File: src/rtl/counter_modulo_controller.sv
// Modulo counter with run/pause/done sequencing and a bounded wrap count.
// Optional macro COUNTER_CTRL_DOWN_EN adds a 'down' input selecting down-counting runs.
module counter_modulo_controller #(
    parameter int WIDTH  = 3,
    parameter int CWIDTH = 4
) (
    input  logic              clockpulse,
    input  logic              clear,
    input  logic              start,
    input  logic              stop,
    input  logic              hold,
    input  logic [WIDTH-1:0]  terminal,
    input  logic [CWIDTH-1:0] cycles,
`ifdef COUNTER_CTRL_DOWN_EN
    input  logic              down,
`endif
    output logic [WIDTH-1:0]  signal_q,
    output logic [WIDTH-1:0]  signal_q_,
    output logic [1:0]        state,
    output logic              busy,
    output logic              wrap,
    output logic              done
);

    typedef enum logic [1:0] {
        IDLE  = 2'b00,
        RUN   = 2'b01,
        PAUSE = 2'b10,
        DONE  = 2'b11
    } state_t;

    state_t            cur_state, nxt_state;
    logic [WIDTH-1:0]  count_r, count_nxt;
    logic [WIDTH-1:0]  term_r, term_nxt;
    logic [CWIDTH-1:0] cyc_r, cyc_nxt;
    logic [CWIDTH-1:0] wraps_r, wraps_nxt, wraps_inc;
    logic              down_r, down_nxt, down_in;
    logic              wrap_nxt, done_nxt;
    logic              at_end;
    logic [WIDTH-1:0]  reload, stepped;

`ifdef COUNTER_CTRL_DOWN_EN
    assign down_in = down;
`else
    assign down_in = 1'b0;
`endif

    // Wrap point and reload value depend on the direction latched at start.
    always_comb begin
        at_end    = down_r ? (count_r == '0) : (count_r == term_r);
        reload    = down_r ? term_r : '0;
        stepped   = down_r ? (count_r - 1'b1) : (count_r + 1'b1);
        wraps_inc = (wraps_r == '1) ? wraps_r : (wraps_r + 1'b1);
    end

    always_comb begin
        nxt_state = cur_state;
        count_nxt = count_r;
        term_nxt  = term_r;
        cyc_nxt   = cyc_r;
        wraps_nxt = wraps_r;
        down_nxt  = down_r;
        wrap_nxt  = 1'b0;
        done_nxt  = 1'b0;
        case (cur_state)
            IDLE: begin
                count_nxt = '0;
                if (start) begin
                    term_nxt  = terminal;
                    cyc_nxt   = cycles;
                    down_nxt  = down_in;
                    wraps_nxt = '0;
                    count_nxt = down_in ? terminal : '0;
                    nxt_state = RUN;
                end
            end
            RUN: begin
                if (stop) begin
                    nxt_state = IDLE;
                    count_nxt = '0;
                end else if (hold) begin
                    nxt_state = PAUSE;
                end else if (at_end) begin
                    count_nxt = reload;
                    wrap_nxt  = 1'b1;
                    wraps_nxt = wraps_inc;
                    if (cyc_r != '0 && wraps_inc == cyc_r) begin
                        nxt_state = DONE;
                        done_nxt  = 1'b1;
                    end
                end else begin
                    count_nxt = stepped;
                end
            end
            PAUSE: begin
                if (stop) begin
                    nxt_state = IDLE;
                    count_nxt = '0;
                end else if (!hold) begin
                    nxt_state = RUN;
                end
            end
            DONE: begin
                nxt_state = IDLE;
                count_nxt = '0;
            end
        endcase
    end

    always_ff @(posedge clockpulse) begin
        if (clear) begin
            cur_state <= IDLE;
            count_r   <= '0;
            term_r    <= '0;
            cyc_r     <= '0;
            wraps_r   <= '0;
            down_r    <= 1'b0;
            wrap      <= 1'b0;
            done      <= 1'b0;
        end else begin
            cur_state <= nxt_state;
            count_r   <= count_nxt;
            term_r    <= term_nxt;
            cyc_r     <= cyc_nxt;
            wraps_r   <= wraps_nxt;
            down_r    <= down_nxt;
            wrap      <= wrap_nxt;
            done      <= done_nxt;
        end
    end

    assign signal_q  = count_r;
    assign signal_q_ = ~count_r;
    assign state     = cur_state;
    assign busy      = (cur_state == RUN) || (cur_state == PAUSE);

endmodule

File: config.mk
export PLATFORM = sky130hd
export DESIGN_NAME = counter_modulo_controller
export DESIGN_NICKNAME = d
export VERILOG_FILES = /design/src/rtl/counter_modulo_controller.sv
export SDC_FILE = /design/constraint.sdc
export NUM_CORES = 1
export LEC_CHECK = 0
export ABC_CLOCK_PERIOD_IN_PS = 2100
export BUFFER_PORTS_ARGS = -buffer_cell sky130_fd_sc_hd__buf_2
export CORE_ASPECT_RATIO = 1.5
export CORE_UTILIZATION = 48
export DETAILED_ROUTE_END_ITERATION = 16
export PLACE_DENSITY_LB_ADDON = 0.05
export SLEW_MARGIN = 20
export SYNTH_ARGS = -nofsm -noshare
export SYNTH_HDL_FRONTEND = slang
export SYNTH_SLANG_ARGS = --single-unit
File: constraint.sdc
create_clock -name clockpulse -period 2.1 [get_ports clockpulse]
set_input_delay 0.525 -clock clockpulse [delete_from_list [all_inputs] [get_ports clockpulse]]
set_output_delay 0.525 -clock clockpulse [all_outputs]
set_load 0.03 [all_outputs]
Word level (Yosys, flattened, before mapping)
Index checks and enable logic that the tools add are counted.
{ "word_totals": {"ff_bits": 18, "inputBits": 12, "out_inout_bits": 11, "elab_cells": 60} }
{ "op_classes": {"addsub": 2, "eq_ne": 15, "mux": 21, "bitwise_logic": 3, "n_reduce_logical": 12} }
{ "op_table": {"columns": ["operator", "n"], "rows": [
  ["4-bit two-way mux", 5],
  ["2-bit two-way mux", 7],
  ["3-bit two-way mux", 4],
  ["2-bit inequality test (second input constant)", 5],
  ["3-bit case mux with 3 select lines", 1],
  ["4-bit inequality test (second input constant)", 2],
  ["2-bit case mux with 4 select lines", 1],
  ["4-bit case mux with 2 select lines", 1],
  ["3-bit inequality test (second input constant)", 2],
  ["5-bit AND reduction", 1],
  ["5-bit OR reduction", 1],
  ["4-bit by 1-bit adder with 4-bit output (second input constant)", 1],
  ["2-bit == test (second input constant)", 2],
  ["4-bit == test", 1],
  ["4-bit == test (second input constant)", 1],
  ["2-bit AND reduction", 2],
  ["4-bit AND reduction", 1],
  ["4-bit nonzero test", 1],
  ["4-bit OR reduction", 1],
  ["3-bit by 1-bit adder with 3-bit output (second input constant)", 1],
  ["3-bit == test", 1],
  ["3-bit inverter", 1],
  ["2-bit by 1-bit == test with 1-bit output (second input constant)", 1],
  ["2-bit logical NOT", 1],
  ["other kinds (6)", 8]
]} }

Longest topological paths before layout
Gate-level depths: netlist of run 1.
{ "logic_depth": {"word_depth": 9, "mapped_depth": 8, "mapped_depth_nobuf": 7} }

Worst setup path after synthesis of run 1
OpenSTA, ideal clock, no wires.
{ "synth_path": {"kind": "flip-flop to flip-flop", "startpoint": "register cur_state[0] (netlist: state[0])", "endpoint": "register wraps_r[0]", "setup_time_ns": 0.117, "t_arrival_ns": 2.282, "required_ns": 1.983, "setup_slack_ns": -0.299, "path_stages_with_launch": 7, "n_path_buf": 0, "period_less_slack_ns": 2.399, "cell_sequence": "dfxtp_1 ha_1 or3b_4 or4_4 a21oi_4 o21ai_2 a32o_1"} }
{ "synth_between": {"elab_chain_cells": 3, "elab_cells_between_ends": 9, "cone_classes": "5 x eq/ne; 1 x mux; 3 x reduce/logical"} }
{ "synth_lines": {"columns": ["element", "line_no", "source"], "rows": [
  ["start, declared", "32", "state_t cur_state, nxt_state;"],
  ["start signal, assigned", "121", "cur_state <= nxt_state;"],
  ["2-bit by 1-bit == test with 1-bit output / 2-bit logical NOT (equally long branches)", "65", "case (cur_state)"],
  ["2-bit inequality test (no line) / 2-bit nonzero test (equally long branches)", null, null],
  ["5-bit AND reduction (no line)", null, null],
  ["end signal, assigned", "125", "wraps_r <= wraps_nxt;"],
  ["end, declared", "36", "logic [CWIDTH-1:0] wraps_r, wraps_nxt, wraps_inc;"]
]} }
Several ways; a longest one is shown, not always the timed one.
A chain may end at the register's enable or synchronous reset.

Final worst setup path of run 1
{ "layout_path": {"startpoint": "register cur_state[1] (netlist: state[1])", "endpoint": "register wraps_r[1]"} }
The elaborated chain is that of the path after synthesis.

==> results of run 1 <==
==> cells in the mapped netlist, drive strengths merged, types with 2 or more instances <==
master	instances	share of area, %
o21ai	5	2.6
a32o	2	1.8
or4	3	2.4
a21oi	17	8.8
nor3	7	4.2
a211oi	2	1.4
o22ai	2	1.1
nand2	16	5.5
nand3	10	4.6
or3b	2	1.8
o31ai	2	1.4
inv	9	3.1
nor2	7	2.4
nor2b	2	1.1
and3	3	1.7
clkbuf	6	2.2
nand3b	2	1.4
dfxtp	18	33
ha	6	6.9
xor2	5	4.0
==> power by group through the flow <==
stage | registers [µW] | logic, µW | clock network (µW)
detailed placement | 399 | 303 | 0
global placement | 398 | 292 | 0
global route | 395 | 346 | 201
CTS | 391 | 304 | 192
finish | 391 | 314 | 188
floorplan | 409 | 196 | 0
==> critical path: cells and delay by family, from the launching register on <==
| family | cells | cell delay [ns] |
|---|---|---|
| buffers and inverters | 1 | 0.07 |
| DFF | 1 | 0.38 |
| adders and majority gates | 1 | 0.12 |
| AOI/OAI and AO/OA | 3 | 0.51 |
| and+or+nand+nor | 2 | 0.85 |
==> flip-flops by register name, summed over array words and instances (netlist names) <==
name      cells
term_r        3
wrap          1
done          1
signal_q      3
cyc_r         4
state         2
wraps_r       4
==> cell type report <==
class,instances,area (µm²)
tap,22,27.53
timing repair buffer,36,215.2
fill,197,710.7
multi-input combinational,104,693.2
sequential,18,367.9
inverter,9,36.28
clock buffer,4,26.28
==> final timing paths <==
kind	to	slack (ns)	cells past startpoint
worst max-delay path	wraps_r[1]	0.06	7
worst min-delay path	cyc_r[3]	0.46	3
worst max register to register	wraps_r[1]	0.06	7
worst min register to register	term_r[0]	0.48	2
==> per-layer routing <==
layer | global-route usage, % | vias up | part of all wire [%]
li1 | - | 567 | -
met1 | 30.50 | 519 | 41
met2 | 43.75 | 36 | 52
met3 | 4.029 | 9 | 4.3
met4 | 17.14 | 0 | 3.4
met5 | 0 | - | 0
==> cell families after synthesis <==
group,Yosys count,synth area share (%)
mux,1,0.9175
xor+xnor,5,4.014
buf+inv,16,5.733
flops,18,33.03
compound gates,36,21.79
simple gates,56,27.64
fa+ha+maj,6,6.881
==> metrics by stage <==
step / worst slack (ns) / utilization, % / instance area (µm²) / hold WS (ns) / total power [µW]
after CTS: 0.03238 / 64.94 / 1349 / 0.4570 / 887.3
after global placement: -0.01936 / 63.67 / 1323 / 0.4639 / 690.0
after global routing: 0.002879 / 65.78 / 1366 / 0.4619 / 941.6
after floorplan: 0.01276 / - / 1109 / 0.4481 / 605.2
after detailed placement: -0.05614 / 63.67 / 1323 / 0.4645 / 701.8
final: 0.05767 / 65.78 / 1366 / 0.4642 / 893.0
==> results by group, run 1 <==
Global route
  – Pin count of the biggest net entering global routing: 18
  – Antenna violations before repair: 0
  – GR Overflow Total: 0
  – Overall Global Routing Usage: 26.72%
  – First-pass GRT wire length: 4581 µm
  – Number of global-route vias before repair: approximately 1100

Synth
  – Synth Register Bits: 18
  – Syn Std Cell Area: roughly 0.0011 mm²
  – Post-synth EDFFs: 0
  – Async set or reset register ratio after synthesis: 0%
  – Ys flop type: dfxtp_1
  – Syn Area/Cell: ~8 µm²
  – YS warnings: 0
  – Synth unique cells: 38
  – Net count after synthesis: 156
  – Post-synthesis sequential area ratio: around a third
  – Syn Inst Count: 138

Power and ir drop
  – Clk pwr share: a little over a fifth
  – NetSw: between 300 and 400 µW
  – Switching Share: 36.60%
  – Int Pwr: 566.2 µW
  – Gate power share: between 30% and 40%
  – VDD IR-drop max: around 0.00042 V
  – Pwr Density: 653.6 mW/mm²
  – LEAKAGE: around 0.0006 µW
  – Flop pwr share: between 40% and 50%

Critical path
  – Crit path required time: 2.30 ns
  – Critical path arrival: 2.24 ns
  – Crit path launch: state[1]
  – Critical R2R Launch: state[1]
  – Critical path launch point type: flop
  – Setup Crit Path Kind: flop to flop
  – CP cell instances: inv_4 > ha_4 > or3b_4 > or4_4 > a21oi_4 > o21ai_2 > a32o_1
  – Slowest-stage cell, CP: or4_4
  – Critical Path End Type: flop
  – Slowest cell delay on critical path: approximately 0.47 ns
  – Critical path fanouts, max: 4

Die
  – # IOs: 23
  – Die Y: slightly above 60 µm
  – Die footprint: approximately 0.0025 mm²
  – Rows: 20
  – Chip width: around 41 µm
  – Initial core utilization: between 50% and 60%
  – Core Area: between 0.002 and 0.0025 mm²

Timing
  – Worst-Margin Slew: 0.5618 ns
  – Final setup fails: 0
  – Final Hold Viols: 0
  – Fmax: between 400 and 500 MHz
  – Slew Limit Fails: 0
  – Final TNS setup: 0 ns
  – Fin crit period: approximately 2 ns
  – Final Cycle Share: 97.25%
  – Rel. slew slack: between 60 and 70%
  – Clock Skew: about 0.010 ns
  – RSZ-0062 raised after global routing: false

Cells and area
  – # nets final: 190
  – Most frequent cells in the layout: buf_2, nand2_1, a21oi_1, dfxtp_1, buf_4
  – Area grow syn2layout: 25.23%
  – Post-Layout Cell Count: 193
  – Antenna cells: 0
  – Share of layout cells above drive strength 1: a little under a third
  – Most common cell after layout, fill and taps aside: buf_2

Routing
  – TritonRoute pass-1 iters: 5
  – Initial DRC Count: 31
  – Detail Route Antenna Nets: 0
  – DR WL/cell: 14.42 µm
  – Vias post-DR: between 1000 and 1500
  – DRC viols: 0
  – Vias per cell: around 5.9
  – Routed WL: 2784 µm

CTS
  – Inserted Clock Buffers: 3
  – Number of clock sinks: 18
  – H-tree lvl count: 1
  – Clock Tree Buf Depth: 2
  – Clock slew at reported path FFs: between 0.1 and 0.15 ns
  – Clock insertion delay at the later pin of the skew report: a little over 0.3 ns
  – Cts hold-fix bufs: 0
  – CTS Root Cell: clkbuf_4
  – Clock tree from TritonCTS: done
  – Post-CTS Setup Bufs: 0
  – PostCTS Resize Cnt: 0

Hold path
  – Min-delay worst type: input port to flop
  – Worst hold start: cycles[3]

Place
  – Number of buffers added on ports: 22
  – GPL Wtd Cong: 0.7733
  – Detailed-placement wirelength estimate: about 2100 µm
  – Inst Count DP: between 150 and 200

Status
  – Outcome: complete, no violations

Job
  – Max Cap Viol: 0
Power figures use the tool's default switching activity.
==> run 2: changes to the inputs <==
--- a/config.mk
+++ b/config.mk
@@ -10,6 +10,7 @@
 export CORE_ASPECT_RATIO = 1.5
-export CORE_UTILIZATION = 48
+export CORE_UTILIZATION = 50
+export CTS_BUF_LIST = sky130_fd_sc_hd__clkbuf_2 sky130_fd_sc_hd__clkbuf_4 sky130_fd_sc_hd__clkbuf_8
 export DETAILED_ROUTE_END_ITERATION = 16
 export PLACE_DENSITY_LB_ADDON = 0.05
-export SLEW_MARGIN = 20
+export SLEW_MARGIN = 30
 export SYNTH_ARGS = -nofsm -noshare
--- a/constraint.sdc
+++ b/constraint.sdc
@@ -3,2 +3,2 @@
 set_output_delay 0.525 -clock clockpulse [all_outputs]
-set_load 0.03 [all_outputs]
+set_load 0.01 [all_outputs]
==> results by group, run 2 (same netlist as run 1, synthesis figures left out) <==
Critical path
  – Critical path arrival: about 2.2 ns
  – Critical Path End Type: flop
  – Crit path launch: state[1]
  – Crit path required time: approximately 2.3 ns
  – Setup Crit Path Kind: flop to flop
  – Critical path launch point type: flop
  – Critical path fanouts, max: 4
  – Critical R2R Launch: state[1]

Cells and area
  – Share of layout cells above drive strength 1: about 29%
  – Antenna cells: 0
  – Area grow syn2layout: 24.20%
  – Filler instances: 200
  – Most frequent cells in the layout: buf_2, dfxtp_1, nand2_1, a21oi_1, buf_4
  – Biggest regs: cyc_r x4, wraps_r x4
  – # nets final: between 150 and 200
  – Most common cell after layout, fill and taps aside: buf_2

Timing
  – Final Hold Viols: 0
  – Worst-Margin Slew: approximately 0.80 ns
  – Final hold slack: ~0.46 ns
  – RSZ-0062 raised after global routing: false
  – Clock Skew: 0.003992 ns
  – Final Cycle Share: 95.64%
  – Rel. slew slack: between 40% and 50%
  – Slew Limit Fails: 0
  – Final WS setup: roughly 0.092 ns
  – Fmax: about 500 MHz
  – Fin crit period: roughly 2 ns
  – Final setup fails: 0

Die
  – Die footprint: roughly 0.0024 mm²
  – Core Area: a little over 0.002 mm²
  – Initial core utilization: a little over half
  – Die Y: 59.21 µm
  – # IOs: 23
  – Rows: 20
  – Chip width: around 40 µm

CTS
  – CTS Root Cell: clkbuf_4
  – Clock Tree Buf Depth: 2
  – Cts hold-fix bufs: 0
  – H-tree lvl count: 1
  – PostCTS Resize Cnt: 0
  – Clock insertion delay at the later pin of the skew report: about 0.3 ns
  – Number of clock sinks: 18
  – Post-CTS Setup Bufs: 0
  – Inserted Clock Buffers: 3
  – Clock tree from TritonCTS: done
  – Clock slew at reported path FFs: around 0.1 ns

Global route
  – Number of global-route vias before repair: about 1000
  – Antenna violations before repair: 0
  – Pin count of the biggest net entering global routing: 18
  – GR Overflow Total: 0
  – Overall Global Routing Usage: about a quarter
  – First-pass GRT wire length: ~4200 µm

Place
  – Dpl ws: -0.06013 ns
  – Detailed-placement wirelength estimate: around 2100 µm
  – Number of buffers added on ports: 22
  – GPL Wtd Cong: approximately 0.77

Routing
  – DRC viols: 0
  – TritonRoute pass-1 iters: 6
  – DR WL/cell: 13.74 µm
  – Detail Route Antenna Nets: 0
  – Vias per cell: between 5 and 6
  – Routed WL: between 2000 and 3000 µm
  – Vias post-DR: 1106
  – Initial DRC Count: 25

Power and ir drop
  – LEAKAGE: 0.0005995 µW
  – Pwr Density: between 600 and 700 mW/mm²
  – Pwr Total: 880.5 µW
  – VDD IR-drop max: 0.0004077 V

Job
  – Max Cap Viol: 0

Status
  – Outcome: complete, no violations

Hold path
  – Min-delay worst type: input port to flop
  – Worst hold start: terminal[1]
## run 2: cell types whose count changed in the layout (fill, tap and decap cells not counted), sizes merged
| cell | change |
|---|---|
| buf | -1 |
## run 2: area by class of cell
type                    instances  area [µm²]  share of cell area [%]
clock buffers                   4       36.28                   2.678
inverters                       9       33.78                   2.493
multi-input cells             104       688.2                   50.78
flip-flops and latches         18       361.6                   26.69
well taps                      22       27.53                   2.031
repair buffers                 35       207.7                   15.33
## run 2: worst paths after layout
check,depth (start not counted),to,slack [ns]
setup / recovery,7,wraps_r[0],0.09
hold / removal,3,term_r[1],0.46
setup reg to reg,7,wraps_r[0],0.09
hold reg to reg,2,term_r[1],0.48
## run 2: per-layer routing
metal | vias to the layer above | global-route usage, % | part of all wire (%)
met1 | 515 | 29.15 | 39
met2 | 28 | 44.24 | 55
met3 | 5 | 3.008 | 3.5
li1 | 558 | - | -
met4 | 0 | 13.79 | 1.8
met5 | - | 0 | 0
## run 2: where the power goes
group / switching [µW] / internal (µW) / total [µW]
combinational: 158 / 119 / 278
sequential: 24.4 / 364 / 388
clock: 109 / 106 / 215
## run 2: per-stage QoR
step	setup TNS, ns	instance area, µm²	cells	util, %
2_1_floorplan	0	1105	138	-
3_3_place_gp	-0.05979	1311	188	63.90
3_5_place_dp	-0.1115	1311	188	63.90
4_1_cts	0	1348	192	65.67
5_1_grt	0	1355	192	66.04
6_report	0	1355	192	66.04
## run 2: critical path, cell delays in order (launching register included)
cell and delay, ns:
dfxtp_1 0.34, inv_2 0.09, ha_4 0.12, or3b_4 0.37, or4_4 0.47, a21oi_4 0.19
o21ai_2 0.08, a32o_1 0.26
